### config.mk
export PLATFORM = sky130hd
export DESIGN_NAME = axi_burst_dbg_master
export DESIGN_NICKNAME = d
export VERILOG_FILES = /design/src/rtl/axi_burst_dbg_master.sv
export SDC_FILE = /design/constraint.sdc
export NUM_CORES = 1
export LEC_CHECK = 0
export BUFFER_PORTS_ARGS = -buffer_cell sky130_fd_sc_hd__buf_2
export CAP_MARGIN = 20
export CORE_UTILIZATION = 25
export DETAILED_ROUTE_END_ITERATION = 16
export PLACE_DENSITY = 0.4
export SKIP_LAST_GASP = 1
export SLEW_MARGIN = 20
export SYNTH_ARGS = -nofsm -noshare
export SYNTH_HDL_FRONTEND = slang
export SYNTH_SLANG_ARGS = --single-unit
### constraint.sdc
create_clock -name clk -period 8.6 [get_ports clk]
set_input_delay 1.72 -clock clk [delete_from_list [all_inputs] [get_ports clk]]
set_output_delay 1.72 -clock clk [all_outputs]
set_load 0.02 [all_outputs]
### src/rtl/axi_burst_dbg_master.sv
// Byte-command debug master driving AXI3 INCR bursts through a beat buffer.
// Reports slave response errors and wait-state timeouts via a status byte.
module axi_burst_dbg_master #(
  parameter int DATA_W      = 32,
  parameter int ADDR_W      = 32,
  parameter int BUF_DEPTH   = 16,
  parameter int TIMEOUT_CYC = 65535
) (
  input  logic              clk,
  input  logic              reset_n,
  input  logic              cmd_valid,
  output logic              cmd_ready,
  input  logic [7:0]        cmd_op,
  input  logic [7:0]        cmd_data,
  output logic              rsp_valid,
  input  logic              rsp_ready,
  output logic [7:0]        rsp_data,
  output logic              busy,
  output logic [ADDR_W-1:0] m_axi_araddr,
  output logic [3:0]        m_axi_arlen,
  output logic [2:0]        m_axi_arsize,
  output logic [1:0]        m_axi_arburst,
  output logic              m_axi_arvalid,
  input  logic              m_axi_arready,
  input  logic [DATA_W-1:0] m_axi_rdata,
  input  logic [1:0]        m_axi_rresp,
  input  logic              m_axi_rlast,
  input  logic              m_axi_rvalid,
  output logic              m_axi_rready,
  output logic [ADDR_W-1:0] m_axi_awaddr,
  output logic [3:0]        m_axi_awlen,
  output logic [2:0]        m_axi_awsize,
  output logic [1:0]        m_axi_awburst,
  output logic              m_axi_awvalid,
  input  logic              m_axi_awready,
  output logic [DATA_W-1:0] m_axi_wdata,
  output logic [DATA_W/8-1:0] m_axi_wstrb,
  output logic              m_axi_wlast,
  output logic              m_axi_wvalid,
  input  logic              m_axi_wready,
  input  logic [1:0]        m_axi_bresp,
  input  logic              m_axi_bvalid,
  output logic              m_axi_bready
);

  localparam int NB = DATA_W / 8;
  localparam int BW = $clog2(NB);
  localparam int PW = $clog2(BUF_DEPTH);
  localparam logic [3:0] LEN_MAX = 4'(BUF_DEPTH - 1);

  localparam logic [2:0] S_IDLE = 3'd0;
  localparam logic [2:0] S_RSP  = 3'd1;
  localparam logic [2:0] S_AR   = 3'd2;
  localparam logic [2:0] S_R    = 3'd3;
  localparam logic [2:0] S_AWW  = 3'd4;
  localparam logic [2:0] S_B    = 3'd5;

  logic [2:0]        state_q, state_d;
  logic [ADDR_W-1:0] addr_q, addr_d;
  logic [3:0]        len_q, len_d;
  logic [NB-1:0]     strb_q, strb_d;
  logic [DATA_W-1:0] stage_q, stage_d;
  logic [PW-1:0]     wptr_q, wptr_d, rptr_q, rptr_d;
  logic [BW-1:0]     wbyte_q, wbyte_d, rbyte_q, rbyte_d;
  logic [3:0]        beat_q, beat_d;
  logic              awdone_q, awdone_d, wdone_q, wdone_d;
  logic [31:0]       tcnt_q, tcnt_d;
  logic [7:0]        rsp_q, rsp_d;
  logic              tmo_q, tmo_d, berr_q, berr_d;
  logic              rerr_q, rerr_d, lerr_q, lerr_d;

  logic [DATA_W-1:0] mem_q [BUF_DEPTH];
  logic              mem_we;
  logic [PW-1:0]     mem_wa;
  logic [DATA_W-1:0] mem_wd;

  logic [ADDR_W+7:0] addr_sh;
  logic [DATA_W-1:0] rword;
  logic              aw_fire, w_fire, hs, waiting, last;

  assign cmd_ready     = (state_q == S_IDLE);
  assign busy          = ~cmd_ready;
  assign rsp_valid     = (state_q == S_RSP);
  assign rsp_data      = rsp_q;
  assign m_axi_araddr  = addr_q;
  assign m_axi_awaddr  = addr_q;
  assign m_axi_arlen   = len_q;
  assign m_axi_awlen   = len_q;
  assign m_axi_arsize  = 3'(BW);
  assign m_axi_awsize  = 3'(BW);
  assign m_axi_arburst = 2'b01;
  assign m_axi_awburst = 2'b01;
  assign m_axi_arvalid = (state_q == S_AR);
  assign m_axi_rready  = (state_q == S_R);
  assign m_axi_awvalid = (state_q == S_AWW) & ~awdone_q;
  assign m_axi_wvalid  = (state_q == S_AWW) & ~wdone_q;
  assign m_axi_bready  = (state_q == S_B);
  assign m_axi_wlast   = m_axi_wvalid & (beat_q == len_q);
  assign m_axi_wdata   = mem_q[beat_q[PW-1:0]];
  assign m_axi_wstrb   = strb_q;

  assign addr_sh = {addr_q, cmd_data};
  assign rword   = mem_q[rptr_q];
  assign aw_fire = m_axi_awvalid & m_axi_awready;
  assign w_fire  = m_axi_wvalid & m_axi_wready;
  assign last    = (beat_q == len_q);
  assign waiting = (state_q == S_AR) | (state_q == S_R) |
                   (state_q == S_AWW) | (state_q == S_B);
  assign hs = ((state_q == S_AR) & m_axi_arready) |
              ((state_q == S_R) & m_axi_rvalid) |
              ((state_q == S_AWW) & (aw_fire | w_fire)) |
              ((state_q == S_B) & m_axi_bvalid);

  // Command decode, burst sequencing and wait-state timeout.
  always_comb begin
    state_d  = state_q;
    addr_d   = addr_q;
    len_d    = len_q;
    strb_d   = strb_q;
    stage_d  = stage_q;
    wptr_d   = wptr_q;
    rptr_d   = rptr_q;
    wbyte_d  = wbyte_q;
    rbyte_d  = rbyte_q;
    beat_d   = beat_q;
    awdone_d = awdone_q;
    wdone_d  = wdone_q;
    rsp_d    = rsp_q;
    tmo_d    = tmo_q;
    berr_d   = berr_q;
    rerr_d   = rerr_q;
    lerr_d   = lerr_q;
    mem_we   = 1'b0;
    mem_wa   = wptr_q;
    mem_wd   = stage_d;
    case (state_q)
      S_IDLE: if (cmd_valid) begin
        case (cmd_op)
          8'h01: begin
            rsp_d   = 8'h7B;
            state_d = S_RSP;
          end
          8'h02: begin
            rsp_d   = {4'b0, tmo_q, berr_q, rerr_q, lerr_q};
            tmo_d   = 1'b0;
            berr_d  = 1'b0;
            rerr_d  = 1'b0;
            lerr_d  = 1'b0;
            state_d = S_RSP;
          end
          8'h20: addr_d = addr_sh[ADDR_W-1:0];
          8'h21: len_d = (cmd_data[3:0] > LEN_MAX) ? LEN_MAX : cmd_data[3:0];
          8'h22: strb_d = cmd_data[NB-1:0];
          8'h24: begin
            stage_d[{wbyte_q, 3'b000} +: 8] = cmd_data;
            wbyte_d = wbyte_q + 1'b1;
            if (&wbyte_q) begin
              mem_we = 1'b1;
              mem_wd = stage_d;
              wptr_d = wptr_q + 1'b1;
            end
          end
          8'h25: begin
            wptr_d  = '0;
            rptr_d  = '0;
            wbyte_d = '0;
            rbyte_d = '0;
          end
          8'h10: begin
            rsp_d   = rword[{rbyte_q, 3'b000} +: 8];
            rbyte_d = rbyte_q + 1'b1;
            if (&rbyte_q) rptr_d = rptr_q + 1'b1;
            state_d = S_RSP;
          end
          8'h50: begin
            beat_d  = '0;
            state_d = S_AR;
          end
          8'h51: begin
            beat_d   = '0;
            awdone_d = 1'b0;
            wdone_d  = 1'b0;
            state_d  = S_AWW;
          end
          default: ;
        endcase
      end
      S_RSP: if (rsp_ready) state_d = S_IDLE;
      S_AR: if (m_axi_arready) state_d = S_R;
      S_R: if (m_axi_rvalid) begin
        mem_we = 1'b1;
        mem_wa = beat_q[PW-1:0];
        mem_wd = m_axi_rdata;
        if (m_axi_rresp != 2'b00) rerr_d = 1'b1;
        if (m_axi_rlast != last) lerr_d = 1'b1;
        if (m_axi_rlast || last) begin
          state_d = S_IDLE;
          rptr_d  = '0;
          rbyte_d = '0;
        end else begin
          beat_d = beat_q + 4'd1;
        end
      end
      S_AWW: begin
        if (aw_fire) awdone_d = 1'b1;
        if (w_fire) begin
          if (last) wdone_d = 1'b1;
          else beat_d = beat_q + 4'd1;
        end
        if (awdone_d && wdone_d) state_d = S_B;
      end
      S_B: if (m_axi_bvalid) begin
        if (m_axi_bresp != 2'b00) berr_d = 1'b1;
        state_d = S_IDLE;
      end
      default: state_d = S_IDLE;
    endcase
    if (waiting && !hs && tcnt_q >= 32'(TIMEOUT_CYC - 1)) begin
      state_d = S_IDLE;
      tmo_d   = 1'b1;
    end
    if (state_d != state_q || hs) tcnt_d = '0;
    else tcnt_d = tcnt_q + 32'd1;
  end

  // Control and status registers.
  always_ff @(posedge clk or negedge reset_n) begin
    if (!reset_n) begin
      state_q  <= S_IDLE;
      addr_q   <= '0;
      len_q    <= '0;
      strb_q   <= '1;
      stage_q  <= '0;
      wptr_q   <= '0;
      rptr_q   <= '0;
      wbyte_q  <= '0;
      rbyte_q  <= '0;
      beat_q   <= '0;
      awdone_q <= 1'b0;
      wdone_q  <= 1'b0;
      tcnt_q   <= '0;
      rsp_q    <= '0;
      tmo_q    <= 1'b0;
      berr_q   <= 1'b0;
      rerr_q   <= 1'b0;
      lerr_q   <= 1'b0;
    end else begin
      state_q  <= state_d;
      addr_q   <= addr_d;
      len_q    <= len_d;
      strb_q   <= strb_d;
      stage_q  <= stage_d;
      wptr_q   <= wptr_d;
      rptr_q   <= rptr_d;
      wbyte_q  <= wbyte_d;
      rbyte_q  <= rbyte_d;
      beat_q   <= beat_d;
      awdone_q <= awdone_d;
      wdone_q  <= wdone_d;
      tcnt_q   <= tcnt_d;
      rsp_q    <= rsp_d;
      tmo_q    <= tmo_d;
      berr_q   <= berr_d;
      rerr_q   <= rerr_d;
      lerr_q   <= lerr_d;
    end
  end

  // Beat buffer storage; contents are don't-care until written.
  always_ff @(posedge clk) begin
    if (mem_we) mem_q[mem_wa] <= mem_wd;
  end

endmodule

==> run_results.csv <==
group,metric,value,unit
yosys,synth_compound_area_frac,0.0835,
yosys,synthArstFlopShare,0.211,
die,num_rows,130,
final_layout,fin_area,0.0371,mm2
timing,tns,0,ps
global_routing,gr-total-overflow,0,
clock_network,clk_pin_slew,60,ps
clock_network,htreeDepth,3,
final_layout,layout.cells.most_common_list,"edfxtp_1 (512), mux4_2 (195), buf_2 (185)",
critical_path,cp_top_family,"buffers and inverters",
route,vias,20100,
global_routing,grt_pass1_wl,153,mm
critical_path,cpPeakStageDelay,960,ps
power,intPower,5990,uW
yosys,muxShareOfSynthArea,0.202,
timing,drv_slew,0,
global_routing,grt_pass1_vias,20400,
yosys,avgSynthCellArea,15.3,um2
global_routing,antenna_found_initial,5,
critical_path,arrival,4500,ps
placed_design,port_buffers,186,
yosys,synthSimpleGateAreaFrac,0.0727,
yosys,yosysWarnings,0,
critical_path,crit_chain,"buf_4 > nor2_4 > buf_4 > a221oi_1 > o21a_1 > a221o_1 > buf_2",
route,antenna_left,0,
route,initialDrtViolationCount,1727,
status,status,"completed",
clock_network,cts-root-buf,"clkbuf_16",
die,dieArea,0.128,mm2
global_routing,grt_use_total,0.168,
yosys,synth_area_leaders,"edfxtp_1 (48%), mux4_2 (14%), dfrtp_1 (10%)",
clock_network,cts_hold_buf,0,
die,initial_core_util,0.252,
min_path,hp-class,"reg2reg",
yosys,syn_area,0.0317,mm2
critical_path,ff2ff_path_depth,11,
route,drt-total-wl,109,mm
power,pwr-share-comb,0.130,
min_path,hold_depth,1,
critical_path,cpMaxStageDelayCell,"nor2_4",
yosys,yosysUniqueCellTypes,81,
route,drc_errors,0,
clock_network,clock_latency,660,ps
placed_design,dpl_cell_area,0.0343,mm2
critical_path,critical_path_class,"reg2out",
yosys,syn-instance-count,2070,
placed_design,dp_hpwl,68.6,mm
power,p_leak,0.0116,uW
critical_path,required,6880,ps
timing,fin_crit,6220,ps
min_path,min_from,"stage_q[29]$_DFFE_PN0P_",
timing,worst_pin_slew,1130,ps
clock_network,cts_tree,"done",
yosys,synth-edff-count,512,
timing,clock_skew,43.2,ps
clock_network,cts_buffers,80,
timing,setup_violations,0,
yosys,synth_top_family_by_area,"multiplexers",
critical_path,path_max_fanout,48,
power,power_density,220,mW/mm2
yosys,synth_xor_area_frac,0.00966,
yosys,synth_top_area_frac,0.485,
power,ir_worst_vdd,0.000136,V
critical_path,cp_common_cell,"buf_4",
critical_path,worstReg2RegEnd,"tcnt_q[31]$_DFF_PN0_",
timing,max_freq,161,MHz
critical_path,critPathCaptureType,"output pin",
die,core_area,0.126,mm2
placed_design,gp_congestion,0.777,
yosys,synth-adder-area-share,0.00473,
die,die_w,358,um
timing,slew_headroom,0.247,
yosys,yosys.area.top_type,"edfxtp_1",
die,io_pins,197,
clock_network,post_cts_buffers,0,
clock_network,clock_sinks,649,
power,switching_share,0.266,
min_path,holdPathEnd,"stage_q[29]$_DFFE_PN0P_",
flow_run,drv_cap,0,
timing,rsz0062_at_grt,"no",
yosys,ys_seq_elements,649,
route,dr.pass1.iters,5,
final_layout,area_growth,17.0,%
final_layout,num-fill-cells,12400,
clock_network,clock_path_buffers,3,
critical_path,reg2reg_slack,4410,ps
power,p_switching,2170,uW
die,fp.dieH,358,um
final_layout,final_nets,2282,
final_layout,layout_commonest_cell,"edfxtp_1",
route,wl_per_cell,27.8,um
route,routed_via_density,5.13,
timing,finalHoldViolCount,0,
critical_path,reg2reg_from,"beat_q[3]$_DFFE_PN0P_",
global_routing,grt_max_degree,97,
critical_path,start_kind,"register",
power,seqPwrFrac,0.435,
final_layout,drive_above_1_share,0.300,
yosys,ys.flop_type,"edfxtp_1",
power,clockPowerShare,0.435,
yosys,yosysSeqAreaShare,0.593,
clock_network,cts_resized,0,
timing,layout_worst_path_cycle_share,0.724,
critical_path,critical_path_buf_inv_count,3,
## per-layer routing
metal  global-route usage  wire [um]
met1                0.236      49300
met2                0.263      49900
met3               0.0340       7260
met4               0.0474       2470
met5                    0         32
## cell usage after synthesis (all sizes together), types with 41 or more instances
library cell	instances
a21oi	62
o21ai	86
edfxtp	512
mux2	41
dfrtp	133
a22oi	64
buf	116
mux2i	154
nor4	41
a221oi	65
mux4	195
nor2	92
nand2	115
clkbuf	69
## state kept, by name, indices dropped and copies added, names as in the netlist, 2 cells and up
register      flops
tcnt_q           32
m_axi_wstrb       4
wbyte_q           2
beat_q            4
rptr_q            4
m_axi_araddr     32
state_q           3
mem_q           512
rbyte_q           2
rsp_data          8
wptr_q            4
m_axi_arlen       4
stage_q          32
## kinds of logic (layout without fill, tap and decap cells)
family          count (synthesis)  count (layout)
flops                         649             649
simple gates                  407             407
mux                           390             390
compound gates                371             371
buf+inv                       204             399
xor+xnor                       35              35
fa+ha+maj                      12              12
other cells                     2              12
## per-stage QoR
step,cells,setup slack [ps],power (uW),hold slack (ps),utilization
final,3925,2380,8160,493,0.295
after global routing,3924,2290,8450,525,0.295
after CTS,3921,2340,8270,496,0.295
after detailed placement,3774,3080,4700,483,0.273
after global placement,3774,3110,4690,474,0.272
after floorplan,2078,3400,4280,451,-
## cell type report
type | count | area [um2] | area share
flip-flops and latches | 649 | 18800 | 0.507
multi-input cells | 1225 | 12000 | 0.324
clock buffers | 103 | 2190 | 0.0590
well taps | 1650 | 2060 | 0.0556
clock inverters | 44 | 602 | 0.0162
repair buffers | 233 | 1360 | 0.0365
diodes | 2 | 5.00 | 0.000135
inverters | 19 | 71.3 | 0.00192
## power by group through the flow
stage / sequential (uW) / combinational (uW) / clock [uW]
finish: 3550 / 1060 / 3550
global route: 3560 / 1130 / 3760
CTS: 3550 / 1080 / 3640
detailed placement: 3620 / 1080 / 0
global placement: 3610 / 1080 / 0
floorplan: 3560 / 722 / 0
## worst max path at each step
stage                            end                   from  slack [ps]  cells after the start
2_1_floorplan  mem_q[4][0]$_DFFE_PP_              cmd_op[4]        3400                      8
3_3_place_gp         m_axi_wdata[30]  beat_q[1]$_DFFE_PN0P_        3110                      7
3_5_place_dp         m_axi_wdata[30]  beat_q[1]$_DFFE_PN0P_        3080                      7
4_1_cts              m_axi_wdata[30]  beat_q[1]$_DFFE_PN0P_        2340                      7
5_1_grt              m_axi_wdata[30]  beat_q[1]$_DFFE_PN0P_        2290                      7
6_report             m_axi_wdata[30]  beat_q[1]$_DFFE_PN0P_        2380                      7
Note: power is estimated with default switching activity, not from simulation.
